[config.mk]
export PLATFORM = sky130hd
export DESIGN_NAME = p_decoder_3to8_seq
export DESIGN_NICKNAME = d
export VERILOG_FILES = /design/src/rtl/bitsim_pe_pkg.sv /design/src/rtl/p_decoder_3to8.sv /design/src/rtl/p_decoder_3to8_seq.sv
export SDC_FILE = /design/constraint.sdc
export NUM_CORES = 1
export LEC_CHECK = 0
export CAP_MARGIN = 20
export CELL_PAD_IN_SITES_DETAIL_PLACEMENT = 0
export CELL_PAD_IN_SITES_GLOBAL_PLACEMENT = 1
export CORE_MARGIN = 5
export CORE_UTILIZATION = 37
export DETAILED_ROUTE_END_ITERATION = 10
export PLACE_DENSITY = 0.75
export SLEW_MARGIN = 20
export SYNTH_ARGS = -nofsm -noshare
export SYNTH_HDL_FRONTEND = slang
export SYNTH_SLANG_ARGS = --single-unit
[constraint.sdc]
create_clock -name clk -period 2.8 [get_ports clk]
set_input_delay 0.56 -clock clk [delete_from_list [all_inputs] [get_ports clk]]
set_output_delay 0.56 -clock clk [all_outputs]
set_load 0.01 [all_outputs]
[src/rtl/bitsim_pe_pkg.sv]
// Shared widths and FSM state type for the bit-sparse position decoder path.
package bitsim_pe_pkg;
  localparam int POS_W  = 3;
  localparam int MASK_W = 8;
  localparam int CNT_W  = 4;

  typedef enum logic [1:0] {
    IDLE  = 2'd0,
    ACCUM = 2'd1,
    HOLD  = 2'd2
  } state_e;
endpackage

[src/rtl/p_decoder_3to8.sv]
// Combinational 3-bit position to 8-bit one-hot; MSB_FIRST=1 puts pos 0 on bit 7.
module p_decoder_3to8
  import bitsim_pe_pkg::*;
#(
  parameter bit MSB_FIRST = 1'b1
) (
  input  logic [POS_W-1:0]  pos,
  output logic [MASK_W-1:0] onehot
);
  logic [POS_W-1:0] idx;

  assign idx    = MSB_FIRST ? POS_W'(MASK_W - 1) - pos : pos;
  assign onehot = MASK_W'(1) << idx;
endmodule

[src/rtl/p_decoder_3to8_seq.sv]
// Rebuilds an 8-bit mask and popcount from a stream of leading-one positions.
// Optional protocol checks are compiled in with `define P_DECODER_ERR_CHK_EN.
module p_decoder_3to8_seq
  import bitsim_pe_pkg::*;
#(
  parameter bit MSB_FIRST = 1'b1
) (
  input  logic              clk,
  input  logic              reset,
  input  logic              in_valid,
  output logic              in_ready,
  input  logic [POS_W-1:0]  in_pos,
  input  logic              in_is_zero,
  input  logic              in_last,
  output logic              out_valid,
  input  logic              out_ready,
  output logic [MASK_W-1:0] out_mask,
  output logic [CNT_W-1:0]  out_count,
  output logic              out_err
);
  state_e            state_q, state_d;
  logic [MASK_W-1:0] acc_q, acc_d;
  logic [CNT_W-1:0]  cnt_q, cnt_d;
  logic [MASK_W-1:0] out_mask_q, out_mask_d;
  logic [CNT_W-1:0]  out_count_q, out_count_d;

  logic [MASK_W-1:0] pos_oh, beat_bits, acc_nxt;
  logic [CNT_W-1:0]  cnt_nxt;
  logic              accept, load_out, clr_word;

  p_decoder_3to8 #(.MSB_FIRST(MSB_FIRST)) u_dec (
    .pos    (in_pos),
    .onehot (pos_oh)
  );

  assign in_ready  = (state_q != HOLD);
  assign out_valid = (state_q == HOLD);
  assign accept    = in_valid && in_ready;
  assign load_out  = accept && in_last;
  assign clr_word  = (state_q == HOLD) && out_ready;

  // Duplicate positions leave the count alone: only freshly set bits count.
  assign beat_bits = in_is_zero ? '0 : pos_oh;
  assign acc_nxt   = acc_q | beat_bits;
  assign cnt_nxt   = cnt_q + CNT_W'(|(beat_bits & ~acc_q));

  always_comb begin
    state_d     = state_q;
    acc_d       = acc_q;
    cnt_d       = cnt_q;
    out_mask_d  = out_mask_q;
    out_count_d = out_count_q;
    case (state_q)
      IDLE, ACCUM: begin
        if (accept) begin
          acc_d   = acc_nxt;
          cnt_d   = cnt_nxt;
          state_d = in_last ? HOLD : ACCUM;
          if (in_last) begin
            out_mask_d  = acc_nxt;
            out_count_d = cnt_nxt;
          end
        end
      end
      HOLD: begin
        if (out_ready) begin
          state_d = IDLE;
          acc_d   = '0;
          cnt_d   = '0;
        end
      end
      default: state_d = IDLE;
    endcase
  end

  always_ff @(posedge clk) begin
    if (reset) begin
      state_q     <= IDLE;
      acc_q       <= '0;
      cnt_q       <= '0;
      out_mask_q  <= '0;
      out_count_q <= '0;
    end else begin
      state_q     <= state_d;
      acc_q       <= acc_d;
      cnt_q       <= cnt_d;
      out_mask_q  <= out_mask_d;
      out_count_q <= out_count_d;
    end
  end

  assign out_mask  = out_mask_q;
  assign out_count = out_count_q;

`ifdef P_DECODER_ERR_CHK_EN
  logic [POS_W-1:0] prev_pos_q, prev_pos_d;
  logic             prev_vld_q, prev_vld_d;
  logic             err_q, err_d;
  logic             out_err_q, out_err_d;
  logic             beat_err, err_nxt;

  // Order is only checked against a preceding non-zero beat; a zero beat
  // mid-word is already flagged on its own.
  assign beat_err = (in_is_zero && !in_last) ||
                    (in_is_zero && state_q == ACCUM) ||
                    (!in_is_zero && prev_vld_q && in_pos <= prev_pos_q);
  assign err_nxt  = err_q || beat_err;

  always_comb begin
    prev_pos_d = prev_pos_q;
    prev_vld_d = prev_vld_q;
    err_d      = err_q;
    out_err_d  = out_err_q;
    if (accept) begin
      prev_pos_d = in_pos;
      prev_vld_d = !in_is_zero;
      err_d      = err_nxt;
      if (in_last) out_err_d = err_nxt;
    end else if (clr_word) begin
      prev_vld_d = 1'b0;
      err_d      = 1'b0;
    end
  end

  always_ff @(posedge clk) begin
    if (reset) begin
      prev_pos_q <= '0;
      prev_vld_q <= 1'b0;
      err_q      <= 1'b0;
      out_err_q  <= 1'b0;
    end else begin
      prev_pos_q <= prev_pos_d;
      prev_vld_q <= prev_vld_d;
      err_q      <= err_d;
      out_err_q  <= out_err_d;
    end
  end

  assign out_err = out_err_q;
`else
  logic unused_chk;
  assign unused_chk = load_out ^ clr_word;
  assign out_err    = 1'b0;
`endif
endmodule

==> Word-level counts from Yosys, hierarchy flattened <==
Cells that the tools add are included.
{ "classes": {"n_eq_ne": 5, "n_shift": 1, "reduce_logical": 8, "addsub": 2, "mux": 11, "bitwise_logic": 3} }
{ "op_table": {"columns": ["cell", "count"], "rows": [
  ["$mux 8", 3],
  ["$pmux 8 s2", 1],
  ["$and 8x8->8", 1],
  ["$mux 4", 2],
  ["$not 8->8", 1],
  ["$or 8x8->8", 1],
  ["$pmux 4 s2", 1],
  ["$reduce_or 8->1", 1],
  ["$shl 1x3->8 const A", 1],
  ["$mux 2", 3],
  ["$reduce_and 3->1", 2],
  ["$add 4x1->4", 1],
  ["$ne 2x2->1 const B", 2],
  ["$pmux 2 s2", 1],
  ["$sub 3x3->3 const A", 1],
  ["$eq 2x1->1 const B", 1],
  ["$eq 2x2->1 const B", 1],
  ["$logic_not 2->1", 1],
  ["$ne 2x1->1 const B", 1],
  ["$reduce_and 2->1", 1],
  ["$reduce_bool 2->1", 1],
  ["$reduce_or 2->1", 1],
  ["$logic_and 1x1->1", 1]
]} }
{ "word_totals": {"reg_bits": 26, "elab_cells": 35} }

==> Logic depth before layout (Yosys ltp) <==
{ "logic_depth": {"word_depth": 8, "ltp_mapped": 9, "mapped_depth_nobuf": 8} }

==> Modules after synthesis <==
A second synthesis with hierarchy kept.
{ "unflattened": {"hier_cells": 134, "hier_area_um2": 1226.2} }
{ "modules_own_cells": {"columns": ["module", "n_inst", "area_per_inst_um2", "cells_per_inst", "seq_area_each_um2"], "rows": [
  ["p_decoder_3to8_seq", 1, 1161.1, 126, 520.5],
  ["p_decoder_3to8", 1, 65.1, 8, 0.0]
]} }

==> Worst setup path before layout <==
Ideal clock, no wire load.
{ "synth_path": {"kind": "input port to flip-flop", "startpoint": "in in_pos[0]", "endpoint": "reg cnt_q[2]", "path_stages": 9, "slack_ps": 622, "setup_time_ps": 71, "arrival_ps": 2106, "path_buffers": 1, "path_cell_list": "buf_2 nor2b_1 a221oi_1 o211ai_1 ha_1 ha_1 nand3b_1 or2_2 a21oi_1"} }
{ "synth_between": {"elab_chain_len": 8} }
{ "synth_rtl": {"columns": ["item", "line_no", "source"], "rows": [
  ["from (decl)", "p_decoder_3to8_seq.sv:12", "input logic [POS_W-1:0] in_pos,"],
  ["$sub 3x3->3", "p_decoder_3to8.sv:12", "assign idx = MSB_FIRST ? POS_W'(MASK_W - 1) - pos : pos;"],
  ["$shl 1x3->8", "p_decoder_3to8.sv:13", "assign onehot = MASK_W'(1) << idx;"],
  ["$mux 8", "p_decoder_3to8_seq.sv:43", "assign beat_bits = in_is_zero ? '0 : pos_oh;"],
  ["$and 8x8->8", "p_decoder_3to8_seq.sv:45", "assign cnt_nxt = cnt_q + CNT_W'(|(beat_bits & ~acc_q));"],
  ["$reduce_or 8->1", "p_decoder_3to8_seq.sv:45", null],
  ["$add 4x1->4", "p_decoder_3to8_seq.sv:45", null],
  ["$mux 4", "p_decoder_3to8_seq.sv:55", "if (accept) begin"],
  ["$pmux 4 s2", "p_decoder_3to8_seq.sv:53", "case (state_q)"],
  ["to (signal assigned)", "p_decoder_3to8_seq.sv:86", "cnt_q <= cnt_d;"],
  ["to (decl)", "p_decoder_3to8_seq.sv:23", "logic [CNT_W-1:0] cnt_q, cnt_d;"]
]} }
Every way passes these cells. The select of a mux whose other input is x is not followed.
A chain may end at the register's enable or synchronous reset.

==> Worst setup path in the final report <==
Ends and elaborated chain as after synthesis.

==> impl_metrics.toml <==
[global_routing]
grt_start_max_net_pins = 18
antenna_found_initial = 0
grt_pass1_vias = 1035
overflow = 0
track_usage_pct = 13.3
grt_first_pass_wirelength_mm = 4.60

[floorplanning]
num_rows = 20
die-width_um = 66.3
io_pins = 24
core_um2 = 3050
initial_core_util_pct = 38.4
die-area_um2 = 4390
die_height_um = 66.3

[place]
port_buffers = 22
gp_congestion = 0.857
dp_slack_ps = -18.0
hpwl_mm = 1.97
dp_cells = 193
placed_area_um2 = 1440

[clock_network]
insertion_delay_ps = 320
cts_resized = 0
cts_buffer_depth = 2
cts_sinks = 26
clk_pin_slew_ps = 140
numCtsBuffers = 3
cts_setup_buffers = 0
cts_hold_buf = 0
htreeDepth = 1
cts_tree = "built"
clock-root-buffer = "clkbuf_4"

[critical_path]
critical_path_class = "primary input to flop"
cp-end-kind = "flop"
critPathArrivalTime_ps = 2740
r2r-end = "cnt_q[2]$_SDFFE_PP0P_"
critPathMaxFanout = 10
crit_path_start = "in_pos[0]"
cp.required_ps = 3050
crit_path_start_kind = "primary input"
rr_worst_depth = 8
regToRegSetupSlack_ps = 850
r2r_start = "acc_q[1]$_SDFFE_PP0P_"
crit_end = "cnt_q[2]$_SDFFE_PP0P_"

[run_status]
status = "completed"

[detailed_routing]
routed_via_density = 5.24
wl_per_cell_um = 13.6
ant_nets = 0
wl_mm = 2.68
drt_iter0_drc = 23
vias = 1033
drt_pass1_iterations = 4
drc = 0

[sta]
holdWs_ps = 466
worst_pin_slew_ps = 640
rsz0062_at_grt = "false"
fmax_ghz = 0.403
skew_ps = 1.23
min_period_over_period_pct = 88.7
fin_ws_ps = 317
period_needed_ps = 2480
maxSlewViolCount = 0
tns_ps = 0
hold_viol_final = 0
slew_headroom_pct = 57.2
finalSetupViolations = 0

[min_path]
hp-class = "flop to flop"
hp-start = "out_count[0]$_SDFFE_PP0P_"

[layout]
nets = 165
final_area_um2 = 1470
fin_util_pct = 48.3
antennaDiodeCount = 0
final_layout_size_suffix_gt1_share_pct = 9.80
finalNonFillerCells = 197
area_delta_synth_final_pct = 25.7

[yosys]
ys_seq_area_share_pct = 44.4
async_flop_share_pct = 0
syn-num-nets = 142
synthFlopType = "dfxtp_1"
synth_top_cell_by_area = "dfxtp_1"
synth-edff-count = 0
synth.most_common_cell = "dfxtp_1"
syn_inst = 131
netlist_top_cells_count = "dfxtp_1 (26), nor2_1 (22), nor3_1 (8)"
synth_top_area_share_pct = 44.4
avgSynthCellArea_um2 = 8.95
yosysWarnings = 0
ys_top_cells_by_area = "dfxtp_1 (44%), nor2_1 (7.0%), a211oi_1 (3.8%), a22oi_1 (3.8%), nor3_1 (3.4%)"
synth_seq_cells = 26
synth_cell_types = 36
synth_area_um2 = 1170

[power_and_ir_drop]
peakVddDrop_mv = 0.215
power_mw = 0.711
p_leak_nw = 0.524
power_density_nw_per_um2 = 482

[flow_run]
cap_violations = 0
cells in the final DEF, fill, tap and decap left out:
| master | Yosys | final |
|---|---|---|
| and2b_1 | 1 | 1 |
| xor2_1 | 1 | 1 |
| o211ai_1 | 1 | 1 |
| a211oi_1 | 6 | 6 |
| buf_4 | 1 | 6 |
| xnor2_1 | 1 | 1 |
| clkbuf_8 | 0 | 1 |
| o31ai_1 | 1 | 1 |
| o21ai_0 | 1 | 1 |
| ha_1 | 2 | 2 |
| inv_1 | 1 | 1 |
| a221oi_1 | 1 | 1 |
| and4bb_2 | 1 | 1 |
| nand3b_1 | 3 | 3 |
| a22oi_1 | 6 | 6 |
| nand2b_1 | 2 | 2 |
| a211oi_2 | 2 | 2 |
| and3b_1 | 1 | 1 |
| clkdlybuf4s50_1 | 0 | 22 |
| clkbuf_4 | 0 | 3 |
| nor3_1 | 8 | 8 |
| nand3_1 | 6 | 6 |
| dfxtp_1 | 26 | 26 |
| mux2i_1 | 3 | 3 |
| nor4b_2 | 1 | 1 |
| nand4b_1 | 1 | 1 |
| nor4bb_1 | 1 | 1 |
| a21oi_1 | 5 | 5 |
| a2111oi_0 | 1 | 1 |
| a32oi_1 | 2 | 2 |
| nor2b_1 | 4 | 4 |
| nor2_1 | 22 | 22 |
| or2_2 | 1 | 1 |
| nand2_1 | 6 | 6 |
| a311oi_1 | 2 | 2 |
| conb_1 | 1 | 1 |
critical path: stages:
cell	delay, ps
clkdlybuf4s50_1	590
nor4bb_1	370
a221oi_1	90
o211ai_1	220
ha_1	220
ha_1	190
nand3b_1	100
or2_2	280
a21oi_1	130
layer usage:
metal	global-route usage [%]	up-vias	routed length, um
met2	20.9	16	1250
met4	7.11	0	34
met1	17.1	496	1290
met3	2.38	6	98
met5	0	-	0
li1	-	515	-
worst min path at each step:
stage | end | slack [ps] | depth (start not counted)
after floorplan | cnt_q[0]$_SDFFE_PP0P_ | 450 | 2
after global placement | out_count[1]$_SDFFE_PP0P_ | 450 | 2
after detailed placement | out_count[0]$_SDFFE_PP0P_ | 450 | 2
after CTS | out_count[0]$_SDFFE_PP0P_ | 470 | 2
after global routing | out_count[0]$_SDFFE_PP0P_ | 510 | 2
final | out_count[0]$_SDFFE_PP0P_ | 470 | 2
registers in the layout (all words and copies together), names as in the netlist:
signal,count
acc_q,8
out_mask,8
cnt_q,4
out_count,4
state_q,2
power breakdown:
group          internal, mW  total [mW]  switching (mW)  leakage, nW
combinational        0.0613       0.123          0.0620        0.291
sequential            0.386       0.397          0.0104        0.212
clock                0.0795       0.191           0.111       0.0210
total                 0.527       0.711           0.184        0.524
logic make-up (layout without fill, tap and decap cells):
group	count (synthesis)	in the layout	share of synthesized area, %
simple gates	58	58	25.9
compound gates	28	28	18.1
flops	26	26	44.4
buf+inv	11	33	5.02
mux	3	3	2.56
fa+ha+maj	2	2	2.13
xor+xnor	2	2	1.49
other cells	1	1	0.320
area by class of cell:
| type | count | area, um2 |
|---|---|---|
| clock buffers | 4 | 36.3 |
| fillers | 318 | 1580 |
| inverters | 1 | 3.75 |
| multi-input cells | 94 | 593 |
| flip-flops and latches | 26 | 520 |
| well taps | 44 | 55.1 |
| repair buffers | 28 | 265 |
No activity file was read; power rests on OpenSTA's default activity.
